**src/rtl/pc_gen_if.sv**
```systemverilog
// pc_gen_if: fetch-side bundle between the PC generator (master) and HDU/EX/trap/debug/imem (slave)
// Signals: stall_i, req_ready_i, branch_i/branch_addr_i, trap_i/trap_addr_i, halt_i, resume_i  -> into pc_gen
//          pc_o, ce_o, halted_o, misalign_o, fetch_cnt_o                                         <- from pc_gen
interface pc_gen_if #(
  parameter int ADDR_WIDTH = 32,
  parameter int CNT_WIDTH  = 32
);
  logic                  stall_i;
  logic                  req_ready_i;
  logic                  branch_i;
  logic [ADDR_WIDTH-1:0] branch_addr_i;
  logic                  trap_i;
  logic [ADDR_WIDTH-1:0] trap_addr_i;
  logic                  halt_i;
  logic                  resume_i;
  logic [ADDR_WIDTH-1:0] pc_o;
  logic                  ce_o;
  logic                  halted_o;
  logic                  misalign_o;
  logic [CNT_WIDTH-1:0]  fetch_cnt_o;
  modport master (
    input  stall_i, req_ready_i, branch_i, branch_addr_i, trap_i, trap_addr_i, halt_i, resume_i,
    output pc_o, ce_o, halted_o, misalign_o, fetch_cnt_o
  );
  modport slave (
    output stall_i, req_ready_i, branch_i, branch_addr_i, trap_i, trap_addr_i, halt_i, resume_i,
    input  pc_o, ce_o, halted_o, misalign_o, fetch_cnt_o
  );
endinterface

```
**src/rtl/pc_gen.sv**
```systemverilog
// pc_gen: IF-stage program counter with reset vector, trap/branch redirects, backpressure, debug halt and fetch counter
// Ports: clk_i (rising edge), rst_ni (sync, active-low), bus (pc_gen_if.master: requests in, pc_o/ce_o/halted_o/misalign_o/fetch_cnt_o out)
module pc_gen #(
  parameter int                    ADDR_WIDTH   = 32,
  parameter logic [ADDR_WIDTH-1:0] RESET_VECTOR = '0,
  parameter int                    STEP         = 4,
  parameter int                    CNT_WIDTH    = 32
) (
  input  logic       clk_i,
  input  logic       rst_ni,
  pc_gen_if.master   bus
);
  typedef enum logic [1:0] {S_RESET, S_RUN, S_HALT} state_t;
  localparam logic [ADDR_WIDTH-1:0] ALIGN_MASK = ~ADDR_WIDTH'(STEP - 1);
  state_t                r_state;
  logic [ADDR_WIDTH-1:0] r_pc;
  logic                  r_ce;
  logic                  r_halted;
  logic                  r_misalign;
  logic [CNT_WIDTH-1:0]  r_cnt;
  logic                  w_accept;
  logic                  w_redir;
  logic [ADDR_WIDTH-1:0] w_target;
  // trap outranks branch, so the target mux only needs trap_i as select
  assign w_target = bus.trap_i ? bus.trap_addr_i : bus.branch_addr_i;
  assign w_redir  = bus.trap_i | bus.branch_i;
  assign w_accept = r_ce & bus.req_ready_i & ~bus.stall_i;
  always_ff @(posedge clk_i) begin
    if (!rst_ni) begin
      r_state    <= S_RESET;
      r_pc       <= RESET_VECTOR;
      r_ce       <= 1'b0;
      r_halted   <= 1'b0;
      r_misalign <= 1'b0;
      r_cnt      <= '0;
    end else begin
      r_misalign <= 1'b0;
      if (r_state == S_RESET) begin
        r_state <= S_RUN;
        r_ce    <= 1'b1;
      end else begin
        // a redirect squashes any fetch accepted in the same cycle, so it is not counted
        if (w_redir) begin
          r_pc       <= w_target & ALIGN_MASK;
          r_misalign <= |(w_target & ~ALIGN_MASK);
        end else if (w_accept) begin
          r_pc  <= r_pc + ADDR_WIDTH'(STEP);
          r_cnt <= r_cnt + CNT_WIDTH'(1);
        end
        if (r_state == S_RUN && bus.halt_i) begin
          r_state  <= S_HALT;
          r_ce     <= 1'b0;
          r_halted <= 1'b1;
        end else if (r_state == S_HALT && bus.resume_i && !bus.halt_i) begin
          r_state  <= S_RUN;
          r_ce     <= 1'b1;
          r_halted <= 1'b0;
        end
      end
    end
  end
  assign bus.pc_o        = r_pc;
  assign bus.ce_o        = r_ce;
  assign bus.halted_o    = r_halted;
  assign bus.misalign_o  = r_misalign;
  assign bus.fetch_cnt_o = r_cnt;
endmodule

```
**src/flat_wrapper.sv**
```systemverilog
// flat-port wrapper written by rule: the top's interface ports become plain ports
module pc_gen_flat 
#(
  parameter int                    ADDR_WIDTH   = 32,
  parameter logic [ADDR_WIDTH-1:0] RESET_VECTOR = '0,
  parameter int                    STEP         = 4,
  parameter int                    CNT_WIDTH    = 32
)
  (clk_i, rst_ni, bus_stall_i, bus_req_ready_i, bus_branch_i, bus_branch_addr_i, bus_trap_i, bus_trap_addr_i, bus_halt_i, bus_resume_i, bus_pc_o, bus_ce_o, bus_halted_o, bus_misalign_o, bus_fetch_cnt_o);
  pc_gen_if #(.ADDR_WIDTH(ADDR_WIDTH), .CNT_WIDTH(CNT_WIDTH)) bus_i ();
  input  logic clk_i;
  input  logic rst_ni;
  input wire logic [$bits(bus_i.stall_i)-1:0] bus_stall_i;
  input wire logic [$bits(bus_i.req_ready_i)-1:0] bus_req_ready_i;
  input wire logic [$bits(bus_i.branch_i)-1:0] bus_branch_i;
  input wire logic [$bits(bus_i.branch_addr_i)-1:0] bus_branch_addr_i;
  input wire logic [$bits(bus_i.trap_i)-1:0] bus_trap_i;
  input wire logic [$bits(bus_i.trap_addr_i)-1:0] bus_trap_addr_i;
  input wire logic [$bits(bus_i.halt_i)-1:0] bus_halt_i;
  input wire logic [$bits(bus_i.resume_i)-1:0] bus_resume_i;
  output wire logic [$bits(bus_i.pc_o)-1:0] bus_pc_o;
  output wire logic [$bits(bus_i.ce_o)-1:0] bus_ce_o;
  output wire logic [$bits(bus_i.halted_o)-1:0] bus_halted_o;
  output wire logic [$bits(bus_i.misalign_o)-1:0] bus_misalign_o;
  output wire logic [$bits(bus_i.fetch_cnt_o)-1:0] bus_fetch_cnt_o;
  assign bus_i.stall_i = bus_stall_i;
  assign bus_i.req_ready_i = bus_req_ready_i;
  assign bus_i.branch_i = bus_branch_i;
  assign bus_i.branch_addr_i = bus_branch_addr_i;
  assign bus_i.trap_i = bus_trap_i;
  assign bus_i.trap_addr_i = bus_trap_addr_i;
  assign bus_i.halt_i = bus_halt_i;
  assign bus_i.resume_i = bus_resume_i;
  assign bus_pc_o = bus_i.pc_o;
  assign bus_ce_o = bus_i.ce_o;
  assign bus_halted_o = bus_i.halted_o;
  assign bus_misalign_o = bus_i.misalign_o;
  assign bus_fetch_cnt_o = bus_i.fetch_cnt_o;
  pc_gen #(.ADDR_WIDTH(ADDR_WIDTH), .RESET_VECTOR(RESET_VECTOR), .STEP(STEP), .CNT_WIDTH(CNT_WIDTH)) u_core (.clk_i(clk_i), .rst_ni(rst_ni), .bus(bus_i));
endmodule
```
**config.mk**
```make
export PLATFORM = sky130hd
export DESIGN_NAME = pc_gen_flat
export DESIGN_NICKNAME = d
export VERILOG_FILES = /design/src/rtl/pc_gen_if.sv /design/src/rtl/pc_gen.sv /design/src/flat_wrapper.sv
export SDC_FILE = /design/constraint.sdc
export NUM_CORES = 1
export LEC_CHECK = 0
export ABC_AREA = 0
export BUFFER_PORTS_ARGS = -buffer_cell sky130_fd_sc_hd__buf_2
export CAP_MARGIN = 10
export CORE_MARGIN = 5
export CORE_UTILIZATION = 40
export DETAILED_ROUTE_END_ITERATION = 8
export GPL_ROUTABILITY_DRIVEN = 0
export PLACE_DENSITY = 0.67
export SLEW_MARGIN = 20
export SYNTH_ARGS = -nofsm -noshare
export SYNTH_HDL_FRONTEND = slang
export SYNTH_SLANG_ARGS = --single-unit
```
**constraint.sdc**
```tcl
create_clock -name clk_i -period 4.9 [get_ports clk_i]
set_input_delay 0.98 -clock clk_i [delete_from_list [all_inputs] [get_ports clk_i]]
set_output_delay 0.98 -clock clk_i [all_outputs]
set_load 0.05 [all_outputs]
```
==> flow_summary.toml <==
[run_status]
status = "complete, no violations"

[timing]
setup_viol_count_final = 0
fmax_mhz = 325.2
fin_ws_ns = 1.825
fin_crit_ns = 3.075
worstMarginPinSlew_ns = 0.8368
finalHoldViolations = 0
fin_crit_sh_pct = 62.76
rsz0062_at_grt = "no"
slew_headroom_pct = 44.21
finClkSkew_ns = 0.01032
finalSetupTns_ns = 0
finalMaxSlewViolations = 0

[grt]
grt_max_degree = 50
grt_pass1_vias = 3932
antenna_found_initial = 1
grt_pass1_wl_microns = 19200
grt_usage_pct = 20.41
grt_overflow_total = 0

[placement]
place_area_sq_um = 4532
dpl_worst_slack_ns = 1.500
placed_cells_incl_taps = 730
port_buffers = 136
dp_hpwl_microns = 8468

[logic_synthesis]
synth_top_cell_by_area = "dfxtp_1"
yosys-top-cells-area = "dfxtp_1 35%, o21ai_0 5.6%, xnor2_1 5.3%"
netlist.area_leader.share_pct = 34.92
ys.flop_type = "dfxtp_1"
syn_inst = 491
synth-async-reset-ratio_pct = 0
yosysUniqueCellTypes = 57
synth_edf_count = 0
avgSynthCellArea_sq_um = 7.706
syn_area_sq_um = 3784
seq_area_frac_synth_pct = 34.92
ys_ff_latch = 66
yosys_warnings = 0

[final_layout]
seq_area_sq_um = 1321
antenna_cells = 0
drive_gt1_share_pct = 26.62
fillCellCount = 926
final_cell_count_no_fill = 745
nets = 686
syn_to_final_growth_pct = 25.63
multi_input_comb_area_sq_um = 2300
design_area_sq_um = 4753

[clock_tree]
cts_resized = 0
clkTransAtPathRegs_ns = 0.07
cts_tree = "built"
postCtsSetupRepairBufs = 0
ctsHoldBuffers = 0
cts-root-buf = "clkbuf_8"
htreeDepth = 3
clockBufferDepth = 2
cts.sinks = 66
clk_latency_ns = 0.34
cts_buffers = 9

[hold_path]
hp-class = "flop to flop"

[detailed_routing]
wl_per_cell_microns = 16.06
drc = 0
viasPerCell = 5.616
drt_first_pass_iters = 5
vias = 4184
first_iter_violations = 195
antenna_left = 0
postRouteWirelength_microns = 11960

[worst_setup_path]
worst_setup_path_end_kind = "flop"
worst_setup_path_start_kind = "input pin"
cp.arrival_ns = 3.34
crit_required_ns = 5.17
worst-path-max-fanout = 41
crit_type = "input pin to flop"

[floorplanning]
design.core.area_sq_um = 9240
fp.dieW_microns = 107.3
row_count = 35
die_h_microns = 107.3
start_util_pct = 40.95
num_io_pins = 139
die_area_sq_um = 11500

[job]
drv_cap = 0

[power]
p_leak_uw = 0.001935
ir_worst_vdd_uv = 156.2
pwr_density_cell_nw_per_um2 = 289.8
p_total_uw = 1377
## path summary, 6_finish.rpt
check	from	end	slack, ns	cells past startpoint
hold / removal	u_core.r_state[1]	u_core.bus.ce_o	0.52	2
setup / recovery	bus_branch_i	u_core.bus.pc_o[19]	1.82	6
hold reg to reg	u_core.r_state[1]	u_core.bus.ce_o	0.52	2
setup reg to reg	u_core.bus.fetch_cnt_o[6]	u_core.bus.fetch_cnt_o[28]	2.48	5
## final cells by class
| cell class | count | area share [%] |
|---|---|---|
| clock inverters | 2 | 1.263 |
| clock buffers | 13 | 3.343 |
| well taps | 129 | 3.396 |
| flip-flops and latches | 66 | 27.80 |
| repair buffers | 139 | 14.79 |
| inverters | 13 | 1.027 |
| multi-input cells | 383 | 48.38 |
## layout by cell type (no fill, tap or decap), types with 5 or more instances in the layout
cell type	count
buf_2	136
and3_1	9
xnor2_1	23
o31a_1	8
clkbuf_8	11
nor3_1	14
a21oi_1	37
nand4_1	14
o22ai_1	9
nor2_1	49
nor4_1	14
nand2_1	47
dfxtp_1	66
or3_1	9
inv_1	13
nand3_1	17
a22o_1	5
a22oi_1	16
o21ai_0	42
## logic make-up (layout without fill, tap and decap cells)
family / Yosys count / in the layout / synth area share (%)
AND/OR/NAND/NOR: 202 / 202 / 28.17
multiplexers: 2 / 2 / 0.5291
adder cells (fa/ha/maj): 2 / 2 / 0.6613
buffers and inverters: 43 / 167 / 4.464
other: 1 / 2 / 0.09911
AO/OA/AOI/OAI: 150 / 150 / 25.36
flip-flops: 66 / 66 / 34.92
XOR/XNOR: 25 / 25 / 5.787
## worst max-delay path: stages
cell     delay (ns)
buf_2          0.58
o21ai_0        0.25
a22o_1         0.56
nor2_1         0.61
o21ai_0        0.18
o21ai_0        0.17
## registers in the layout (all words and copies together), names as in the netlist
register and flops:
u_core.r_state 1, u_core.bus.halted_o 1, u_core.bus.misalign_o 1, u_core.bus.fetch_cnt_o 32
u_core.bus.pc_o 30, u_core.bus.ce_o 1
## layer usage
metal	track usage, %	part of all wire (%)	wire, microns
met3	4.259	8.8	1050
met5	0	0.11	13
met4	6.849	1.1	130
met2	33.29	46	5551
met1	26.80	44	5215
## metrics by stage
step                hold slack, ns  utilization, %
floorplan                   0.4729               -
global placement            0.4991           49.05
detailed placement          0.5096           49.05
CTS                         0.5208           51.42
global route                0.5477           51.44
finish                      0.5248           51.44
## power breakdown
group          total, uW  switching (uW)  internal, uW
combinational        262             180          82.0
clock                524             211           313
sequential           592            32.3           559
## synthesized netlist by cell type (all sizes together) (15+ instances only)
master	number
xnor2	23
dfxtp	66
a22oi	16
o21ai	42
nor3	16
a21oi	37
nand4	16
clkbuf	25
nor4	15
nor2	49
nand2	47
nand3	17
No activity file was read; power rests on OpenSTA's default activity.
